[src/rtl/priority_enc_rr.sv]
// priority_enc_rr: N-input registered priority/round-robin encoder with valid/ready output; PRIO_ONEHOT_EN adds a one-hot grant port
module priority_enc_rr #(
  parameter int N = 4
) (
  input  logic                 clk,
  input  logic                 rst,
  input  logic                 mode,
  input  logic [N-1:0]         D,
  input  logic                 ready,
  output logic [$clog2(N)-1:0] Y,
`ifdef PRIO_ONEHOT_EN
  output logic [N-1:0]         grant,
`endif
  output logic                 valid
);
  localparam int W = $clog2(N);
  logic [N-1:0] req;
  logic [W-1:0] ptr, ptr_next, start, win, c;
  logic [W:0]   s;
  logic         free;
  // channel c maps to D[N-1-c]; fixed mode is a search starting from channel 0
  always_comb begin
    req = {<<{D}};
    free = !valid || ready;
    ptr_next = (Y == W'(N-1)) ? '0 : Y + W'(1);
    start = !mode ? '0 : (valid && ready) ? ptr_next : ptr;
    s = '0;
    c = '0;
    win = '0;
    for (int k = N-1; k >= 0; k--) begin
      s = {1'b0, start} + (W+1)'(k);
      c = (s >= (W+1)'(N)) ? W'(s - (W+1)'(N)) : W'(s);
      if (req[c]) win = c;
    end
  end
  // output register loads when free; the rr pointer advances past the accepted channel
  always_ff @(posedge clk) begin
    if (rst) begin
      Y <= '0;
      valid <= 1'b0;
      ptr <= '0;
`ifdef PRIO_ONEHOT_EN
      grant <= '0;
`endif
    end else begin
      if (valid && ready) ptr <= ptr_next;
      if (free) begin
        valid <= |D;
        Y <= |D ? win : '0;
`ifdef PRIO_ONEHOT_EN
        grant <= |D ? {1'b1, {(N-1){1'b0}}} >> win : '0;
`endif
      end
    end
  end
endmodule
[config.mk]
export PLATFORM = sky130hd
export DESIGN_NAME = priority_enc_rr
export DESIGN_NICKNAME = d
export VERILOG_FILES = /design/src/rtl/priority_enc_rr.sv
export SDC_FILE = /design/constraint.sdc
export NUM_CORES = 1
export LEC_CHECK = 0
export ABC_CLOCK_PERIOD_IN_PS = 3000
export CAP_MARGIN = 20
export CORE_AREA = 8 8 45 47
export DETAILED_ROUTE_END_ITERATION = 8
export DIE_AREA = 0 0 53 55
export SETUP_SLACK_MARGIN = 0.4
export SLEW_MARGIN = 20
export SYNTH_ARGS = -nofsm -noshare
export SYNTH_HDL_FRONTEND = slang
export SYNTH_SLANG_ARGS = --single-unit
export TNS_END_PERCENT = 1
[constraint.sdc]
create_clock -name clk -period 3 [get_ports clk]
set_input_delay 0.6 -clock clk [delete_from_list [all_inputs] [get_ports clk]]
set_output_delay 0.6 -clock clk [all_outputs]
set_load 0.02 [all_outputs]
==> metrics.txt, run 1 <==
status finished clean; pwr dens 406 nW/um2; DR WL met3 37 um; CTS max path bufs 2; post-route ant nets 0; switching power 0.0725 mW; root buf cell clkbuf_4; NumNets Final 74; TritonRoute pass-1 iters 4; initial antenna violation count 0; Die Y 55 um; Synth cell types 27; Die ar. 2920 um2; Ports 11; crit share post-route 76.9%; initial core utilization 32.1%; crit path launch Y[0]; top post-synthesis cells by area dfxtp_1 (23%), mux2i_1 (14%), nor2_1 (9.3%), nor4bb_4 (5.6%), o21ai_4 (3.7%); M1 wire length 454 um; vias in the first global route 379; Reg power frac 32.9%; synth cell count leaders nor2_1 (11), mux2i_1 (6), dfxtp_1 (5); Post-synth EDFFs 0; clock transition at the registers of the reported paths 0.04 ns; Post-synth ARST share 0%; highest metal used met3; final wirelength 947 um; Int Pwr 0.167 mW; CTS tree yes; CP endpoint kind flip-flop; simple-gate share of the synthesized area 26.2%; DRC violation count after routing 0; routed vias/inst 5.13; routed wl met2 455 um; Die Span X 53 um; complex-gate fraction of the synthesized area 23.4%; share of the synthesized area in the top cell type 22.5%; Final Hold Fails 0; critical-path maximum fanout 7; n_diodes 0; pin count of the biggest net entering global routing 8; gr ovfl total 0; largest family of logic cells by synthesized area simple AND/OR/NAND/NOR gates; setup_tns 0 ns; max_cap viols 0; Yosys top cell by area dfxtp_1; Max Slew Vio Count 0; GPL Wtd Cong 0.791; # clock sinks 5; worst reg2reg startpoint Y[0]; Setup Skew 0.00150 ns; Setup violations, final 0; synthesized instance count 51; Post-CTS Hold Buffers 0; critical path class reg2reg; Final Critical Period 2.31 ns; RSZ-0062 raised after global routing false; Avg Inst Size Synth 8.71 um2; Ys Warns 0; postcts setup bufs 0; worst hold start Y[1]; crit path launch type flip-flop; CP Data Arrival Time 2.43 ns; top-count cell post-synth nor2_1; Least-Margin Pin Slew 0.497 ns; share of layout cells above drive strength 1 10.9%; global-route usage over all layers 7.21%; post-synthesis adder-cell area fraction 2.82%; CTS Buf Count 3; relative slew slack 66.6%; Leak 0.263 nW; placed wire-length estimate 784 um; core area 1380 um2; combinational share of power 34.8%; PortBufs 10; Total Power 0.239 mW; first-pass GRT wire length 1590 um; Initial DRC Count 14; XOR/XNOR share of the synthesized area 3.94%; post-synthesis mux area share 19.4%; Synth Register Bits 5; peak supply drop 0.154 mV; DR WL/cell 11.8 um; Hold WC Path Type reg2reg; row count 14; fmax 433 MHz; Sw Ratio 30.3%; most used flip-flop cell after synthesis dfxtp_1; register area share after synthesis 22.5%; H-tree Lvls 1; Clock Latency Late Sink 0.24 ns; Mapped Area 444 um2; number of vias in the routed layout 410; clock share of power 32.4%; Area Overhead vs Synth 32.7%; syn nets 60; critical path required time 3.12 ns; Final Util 42.6%
worst max-delay path: stages (launching register included):
cell,delay [ns]
dfxtp_1,0.38
ha_1,0.28
nor4bb_4,0.34
o21ai_4,0.15
mux2i_1,0.18
mux2_4,0.29
a221oi_2,0.24
mux2_1,0.33
power groups by stage:
stage	Sequential, mW	Combinational (mW)	Clock (mW)
floorplan	0.0830	0.0512	0
global placement	0.0798	0.0843	0
detailed placement	0.0798	0.0843	0
CTS	0.0786	0.0845	0.0795
global route	0.0792	0.0916	0.0837
finish	0.0786	0.0833	0.0775
worst paths after layout:
path | slack, ns | to | depth (start not counted)
worst max register to register | 0.69 | Y[0] | 7
worst min-delay path | 0.52 | Y[1] | 2
worst min register to register | 0.52 | Y[1] | 2
worst max-delay path | 0.69 | Y[0] | 7
sequential cells by signal (all words and copies together), names as in the netlist:
register	flops
Y	2
valid	1
ptr	2
cells by family (layout without fill, tap and decap cells):
| family | after synthesis | in the layout |
|---|---|---|
| AND/OR/NAND/NOR | 21 | 21 |
| buffers and inverters | 2 | 15 |
| AO/OA/AOI/OAI | 12 | 12 |
| flip-flops | 5 | 5 |
| adder cells (fa/ha/maj) | 1 | 1 |
| XOR/XNOR | 2 | 2 |
| multiplexers | 8 | 8 |
metal layers:
layer / global-route usage [%] / vias to the layer above
met4: 5.17 / 0
met3: 1.87 / 0
met2: 11.3 / 8
met1: 8.35 / 184
li1: - / 218
met5: 0 / -
placed cells by master (no fill, tap or decap), drive strengths merged:
| master | n |
|---|---|
| mux2 | 2 |
| ha | 1 |
| mux2i | 6 |
| clkdlybuf4s50 | 9 |
| nor4 | 1 |
| a21boi | 1 |
| o21bai | 1 |
| nand2b | 1 |
| nor2b | 2 |
| inv | 1 |
| nor3 | 2 |
| dfxtp | 5 |
| nor2 | 11 |
| dlymetal6s2s | 1 |
| nor4bb | 1 |
| nand3b | 1 |
| xnor2 | 1 |
| a22oi | 1 |
| xor2 | 1 |
| o21ai | 3 |
| a22o | 1 |
| o211a | 1 |
| a2111o | 1 |
| clkbuf | 4 |
| a21oi | 2 |
| a221oi | 1 |
| nand2 | 2 |
what timing repair did:
action,CTS,global route
resized for setup,0,1
hold endpoints to repair,0,0
setup endpoints to repair,0,1
final cells by class:
class,instances,area (um2)
fill,142,795
multi-input combinational,44,337
timing repair buffer,10,103
sequential,5,100
clock buffer,4,26.3
tap,16,20.0
inverter,1,3.75
through the flow:
| step | area (um2) | hold WS [ns] | cells | setup slack [ns] |
|---|---|---|---|---|
| 3_5_place_dp | 561 | 0.515 | 76 | 0.152 |
| 5_1_grt | 589 | 0.537 | 80 | 0.598 |
| 6_report | 589 | 0.519 | 80 | 0.693 |
| 4_1_cts | 587 | 0.521 | 80 | 0.401 |
| 3_3_place_gp | 561 | 0.507 | 76 | 0.171 |
| 2_1_floorplan | 444 | 0.498 | 51 | 0.735 |
No activity file was read; power rests on OpenSTA's default activity.
==> run 2: changes to the inputs <==
ABC_CLOCK_PERIOD_IN_PS = 1890   (was 3000)
clock period = 1.89 ns   (was 3 ns; I/O delays follow)
==> metrics.txt, run 2 (synthesis gave the netlist of run 1 again) <==
CTS max path bufs 2 (unchanged); peak supply drop 0.199 mV (was 0.154 mV); Setup Skew 0.00214 ns (was 0.00150 ns); Die ar. 2920 um2 (unchanged); routed vias/inst 4.92 (was 5.13); Clock Latency Late Sink 0.24 ns (about the same); Setup violations, final 1 (was 0); Leak 0.346 nW (was 0.263 nW); DRC violation count after routing 0 (unchanged); Largest regs Y (2), ptr (2), valid (1) (unchanged); global-route usage over all layers 8.85% (was 7.21%); commonest non-fill, non-tap cell in the layout buf_4 (was nor2_1); # clock sinks 5 (unchanged); n_diodes 0 (unchanged); Final Util 52.9% (was 42.6%); Hold WC Path Type reg2reg (unchanged); share of layout cells above drive strength 1 37.0% (was 10.9%); fmax 477 MHz (was 433 MHz); Max Slew Vio Count 0 (unchanged); non-filler instance count after layout 97 (was 80); initial core utilization 32.1% (unchanged); Least-Margin Pin Slew 0.349 ns (was 0.497 ns); root buf cell clkbuf_4 (unchanged); Final Critical Period 2.10 ns (was 2.31 ns); clock transition at the registers of the reported paths 0.04 ns (about the same); pre-CTS setup slack -0.675 ns (was 0.152 ns); pin count of the biggest net entering global routing 8 (unchanged); Int Pwr 0.297 mW (was 0.167 mW); first-pass GRT wire length 1950 um (was 1590 um); Final Hold Fails 0 (unchanged); max_cap viols 0 (unchanged); H-tree Lvls 1 (unchanged); vias in the first global route 494 (was 379); TritonRoute pass-1 iters 4 (unchanged); critical-path maximum fanout 5 (was 7); CTS tree yes (unchanged); Ports 11 (unchanged); CTS Buf Count 3 (unchanged); placed wire-length estimate 978 um (was 784 um); GPL Wtd Cong 0.782 (was 0.791); failing checks setup timing; CP endpoint kind flip-flop (unchanged); crit share post-route 111% (was 76.9%); critical path class reg2reg (unchanged); commonest cells after routing, fill and taps aside buf_4 (17), nor2_1 (10), mux2i_1 (6), clkdlybuf4s50_1 (6) (was nor2_1 (11), clkdlybuf4s50_1 (9), mux2i_1 (6), dfxtp_1 (5), clkbuf_4 (3)); Reg2Reg Depth 7 (unchanged); DR WL/cell 11.9 um (was 11.8 um); row count 14 (unchanged); Reg power frac 29.0% (was 32.9%); Placed Cells 93 (was 76); combinational share of power 42.3% (was 34.8%); final wirelength 1150 um (was 947 um); CP Data Arrival Time 2.22 ns (was 2.43 ns); switching power 0.126 mW (was 0.0725 mW); post-route ant nets 0 (unchanged); critical path required time 2.01 ns (was 3.12 ns); DP Area 706 um2 (was 561 um2); Area Overhead vs Synth 64.8% (was 32.7%); Initial DRC Count 10 (was 14); NumNets Final 91 (was 74); pwr dens 577 nW/um2 (was 406 nW/um2); relative slew slack 76.7% (was 66.6%); gr ovfl total 0 (unchanged); clock share of power 28.7% (was 32.4%); hold path cells 3 (was 2); RSZ-0062 raised after global routing true (was false); crit path launch type flip-flop (unchanged); final worst slack -0.208 ns (was 0.693 ns); Die Y 55 um (unchanged); PortBufs 10 (unchanged); Die Span X 53 um (unchanged); Sw Ratio 29.8% (was 30.3%); status finished, violations left (was finished clean); number of vias in the routed layout 477 (was 410); core area 1380 um2 (unchanged); Total Power 0.423 mW (was 0.239 mW); post-route cell area 732 um2 (was 589 um2); initial antenna violation count 0 (unchanged)
-- run 2: cell types whose count changed in the layout (fill, tap and decap cells not counted), moves of 2 or more --
cell,change
buf_4,+17
clkdlybuf4s50_1,-3
dfxtp_1,-2
dlygate4sd2_1,+3
o21ai_0,-2
o21ai_1,+2
-- run 2: power by group through the flow --
stage                     Sequential (mW)  Clock (mW)  Combinational [mW]
final                               0.123       0.121               0.179
after global routing                0.124       0.134               0.198
after CTS                           0.123       0.126               0.179
after detailed placement            0.125           0               0.182
after global placement              0.125           0               0.181
after floorplan                     0.135           0              0.0835
-- run 2: cell type report --
class,instances,area (um2)
clock buffer,4,26.3
fill,133,652
inverter,1,3.75
multi-input combinational,44,358
sequential,5,105
tap,16,20.0
timing repair buffer,27,219
-- run 2: timing repair --
action,4_1_cts,5_1_grt
endpoints found under the setup margin,5,3
pin swaps,3,2
hold buffers,0,0
buffers inserted,0,0
gates resized for setup,10,1
-- run 2: per-layer routing --
metal  up-vias  wire (um)  track usage (%)
met3         2         37            0.267
met1       214        507             10.6
met5         -          0                0
met2        10        588             14.8
li1        251          -                -
met4         0         17             6.47
-- run 2: final timing paths --
kind | to | startpoint | slack, ns
max | Y[0] | Y[0] | -0.21
min reg2reg | Y[1] | Y[1] | 0.63
min | Y[1] | Y[1] | 0.63
max reg2reg | Y[0] | Y[0] | -0.21
-- run 2: critical path, cell delays in order (launching register included) --
cell and delay [ns]:
dfxtp_4 0.34, ha_4 0.16, nor4bb_4 0.36, o21ai_4 0.12, mux2i_1 0.15, mux2_4 0.27
a221oi_2 0.24, mux2_1 0.34
-- run 2: stage by stage --
stage          TNS (ns)  hold WS [ns]
2_1_floorplan    -0.192         0.447
3_3_place_gp      -1.04         0.630
3_5_place_dp      -1.09         0.628
4_1_cts          -0.233         0.633
5_1_grt          -0.368         0.666
6_report         -0.208         0.632
==> run 3: changes to the inputs <==
CELL_PAD_IN_SITES_DETAIL_PLACEMENT = 1   (was unset)
CELL_PAD_IN_SITES_GLOBAL_PLACEMENT = 2   (was unset)
CORE_AREA = unset   (was 8 8 45 47)
CORE_MARGIN = 8   (was unset)
CORE_UTILIZATION = 24   (was unset)
DIE_AREA = unset   (was 0 0 53 55)
PLACE_DENSITY_LB_ADDON = 0.1   (was unset)
==> metrics.txt, run 3 (synthesis gave the netlist of run 1 again) <==
Ports 11 (unchanged); Reg power frac 28.2% (was 29.0%); Sequential cell area 105 um2 (unchanged); worst hold start Y[1] (unchanged); switching power 0.129 mW (was 0.126 mW); Placed Cells 105 (was 93); failing checks setup timing (unchanged); highest metal used met3 (was met4); CP Data Arrival Time 2.24 ns (was 2.22 ns); critical path required time 2.01 ns (about the same); clock transition at the registers of the reported paths 0.04 ns (about the same); Leak 0.366 nW (was 0.346 nW); share of layout cells above drive strength 1 39.3% (was 37.0%); postcts setup bufs 0 (unchanged); Reg2Reg Depth 7 (unchanged); worst reg2reg startpoint Y[0] (unchanged); Initial DRC Count 3 (was 10); final wirelength 1340 um (was 1150 um); root buf cell clkbuf_4 (unchanged); critical-path maximum fanout 4 (was 5); crit path launch Y[0] (unchanged); r2r endpoint Y[0] (unchanged); critical path class reg2reg (unchanged); multi-input logic area 367 um2 (was 358 um2); row count 15 (was 14); worst-path cell with the longest stage delay nor4bb_4 (unchanged); vias in the first global route 537 (was 494); Die Y 59.0 um (was 55 um); TritonRoute pass-1 iters 4 (unchanged); Setup Skew 0.00105 ns (was 0.00214 ns); fmax 471 MHz (was 477 MHz); Least-Margin Pin Slew 0.336 ns (was 0.349 ns); max incr delay on CP 0.36 ns (about the same); status finished, violations left (unchanged); CTS Buf Count 3 (unchanged); crit share post-route 112% (was 111%); routed vias/inst 4.48 (was 4.92); H-tree Lvls 1 (unchanged); Die ar. 3480 um2 (was 2920 um2); Total Power 0.435 mW (was 0.423 mW); Clock Latency Late Sink 0.23 ns (was 0.24 ns); pre-CTS setup slack -0.661 ns (was -0.675 ns); Hold WC Path Type reg2reg (unchanged); DRC violation count after routing 0 (unchanged); hold path endpoint Y[1] (unchanged); Max Slew Vio Count 0 (unchanged); cell mode on critical path mux2_4; global-route usage over all layers 7.98% (was 8.85%); gr ovfl total 0 (unchanged); Largest regs Y (2), ptr (2), valid (1) (unchanged); Area Overhead vs Synth 74.6% (was 64.8%); Final Hold Fails 0 (unchanged); DR WL/cell 12.3 um (was 11.9 um); core area 1730 um2 (was 1380 um2); placed wire-length estimate 1150 um (was 978 um); first-pass GRT wire length 2190 um (was 1950 um); initial antenna violation count 0 (unchanged); final worst slack -0.234 ns (was -0.208 ns); Setup violations, final 2 (was 1); Final Util 44.9% (was 52.9%); relative slew slack 77.4% (was 76.7%); crit path cell chain ha_4 -> nor4bb_4 -> o21ai_4 -> mux2i_1 -> mux2_4 -> a221oi_4 -> mux2_4 (was ha_4 -> nor4bb_4 -> o21ai_4 -> mux2i_1 -> mux2_4 -> a221oi_2 -> mux2_1); clock share of power 26.9% (was 28.7%); Sw Ratio 29.7% (was 29.8%); pwr dens 561 nW/um2 (was 577 nW/um2); peak supply drop 0.326 mV (was 0.199 mV); initial core utilization 25.7% (was 32.1%); final-layout fill cell count 220 (was 133); Int Pwr 0.306 mW (was 0.297 mW); PortBufs 10 (unchanged); CTS tree yes (unchanged); max_cap viols 0 (unchanged); commonest cells after routing, fill and taps aside buf_4 (20), nor2_1 (10), mux2i_1 (6), clkdlybuf4s50_1 (6) (was buf_4 (17), nor2_1 (10), mux2i_1 (6), clkdlybuf4s50_1 (6)); pin count of the biggest net entering global routing 8 (unchanged); non-filler instance count after layout 109 (was 97); DR WL met3 44 um (was 37 um); RSZ-0062 raised after global routing true (unchanged); routed wl met2 629 um (was 588 um); # clock sinks 5 (unchanged); post-route ant nets 0 (unchanged); Final Critical Period 2.12 ns (was 2.10 ns); n_diodes 0 (unchanged); number of vias in the routed layout 488 (was 477); CTS max path bufs 2 (unchanged); crit path launch type flip-flop (unchanged); WHS 0.623 ns (was 0.632 ns); NumNets Final 94 (was 91); hold path cells 3 (unchanged); combinational share of power 45.0% (was 42.3%); Post-CTS Hold Buffers 0 (unchanged); Die Span X 59.0 um (was 53 um); M1 wire length 666 um (was 507 um); reg-to-reg setup timing slack -0.23 ns (was -0.21 ns); GPL Wtd Cong 0.778 (was 0.782); commonest non-fill, non-tap cell in the layout buf_4 (unchanged); CP endpoint kind flip-flop (unchanged)
==> run 3: repair_timing <==
| item | in CTS | in global routing |
|---|---|---|
| endpoints found under the setup margin | 5 | 4 |
| pin swaps | 2 | 3 |
| gates resized for setup | 7 | 4 |
==> run 3: through the flow <==
stage	TNS, ns	cell area, um2
after floorplan	-0.192	462
after global routing	-0.448	776
final	-0.274	776
after detailed placement	-1.12	739
after CTS	-0.306	757
after global placement	-1.05	739
==> run 3: cell type report <==
cell class | count | area share [%]
Sequential cell | 5 | 13.5
Tap cell | 25 | 4.03
Multi-Input combinational cell | 44 | 47.3
Timing Repair Buffer | 30 | 31.3
Clock buffer | 4 | 3.39
Inverter | 1 | 0.484
==> run 3: worst max path at each step <==
| stage | to | slack, ns | depth (start not counted) |
|---|---|---|---|
| CTS | Y[0] | -0.25 | 7 |
| finish | Y[0] | -0.23 | 7 |
| detailed placement | Y[0] | -0.66 | 7 |
| global placement | Y[0] | -0.60 | 7 |
| global route | Y[0] | -0.32 | 7 |
| floorplan | Y[0] | -0.19 | 7 |
==> run 3: worst max-delay path: cells and delay by family, from the launching register on <==
| family | cells | cell delay (ns) |
|---|---|---|
| compound gates | 2 | 0.38 |
| fa+ha+maj | 1 | 0.16 |
| flops | 1 | 0.34 |
| mux | 3 | 0.77 |
| simple gates | 1 | 0.36 |
==> run 3: layer usage <==
layer	vias up	global-route usage, %
met5	-	0
met4	0	2.05
met3	0	1.74
met2	5	13.4
met1	229	9.95
li1	254	-
==> run 3: power by group through the flow <==
| stage | Sequential, mW | Combinational, mW | Clock (mW) |
|---|---|---|---|
| 4_1_cts | 0.123 | 0.188 | 0.124 |
| 2_1_floorplan | 0.135 | 0.0835 | 0 |
| 5_1_grt | 0.124 | 0.213 | 0.130 |
| 6_report | 0.123 | 0.196 | 0.117 |
| 3_3_place_gp | 0.125 | 0.190 | 0 |
| 3_5_place_dp | 0.125 | 0.191 | 0 |
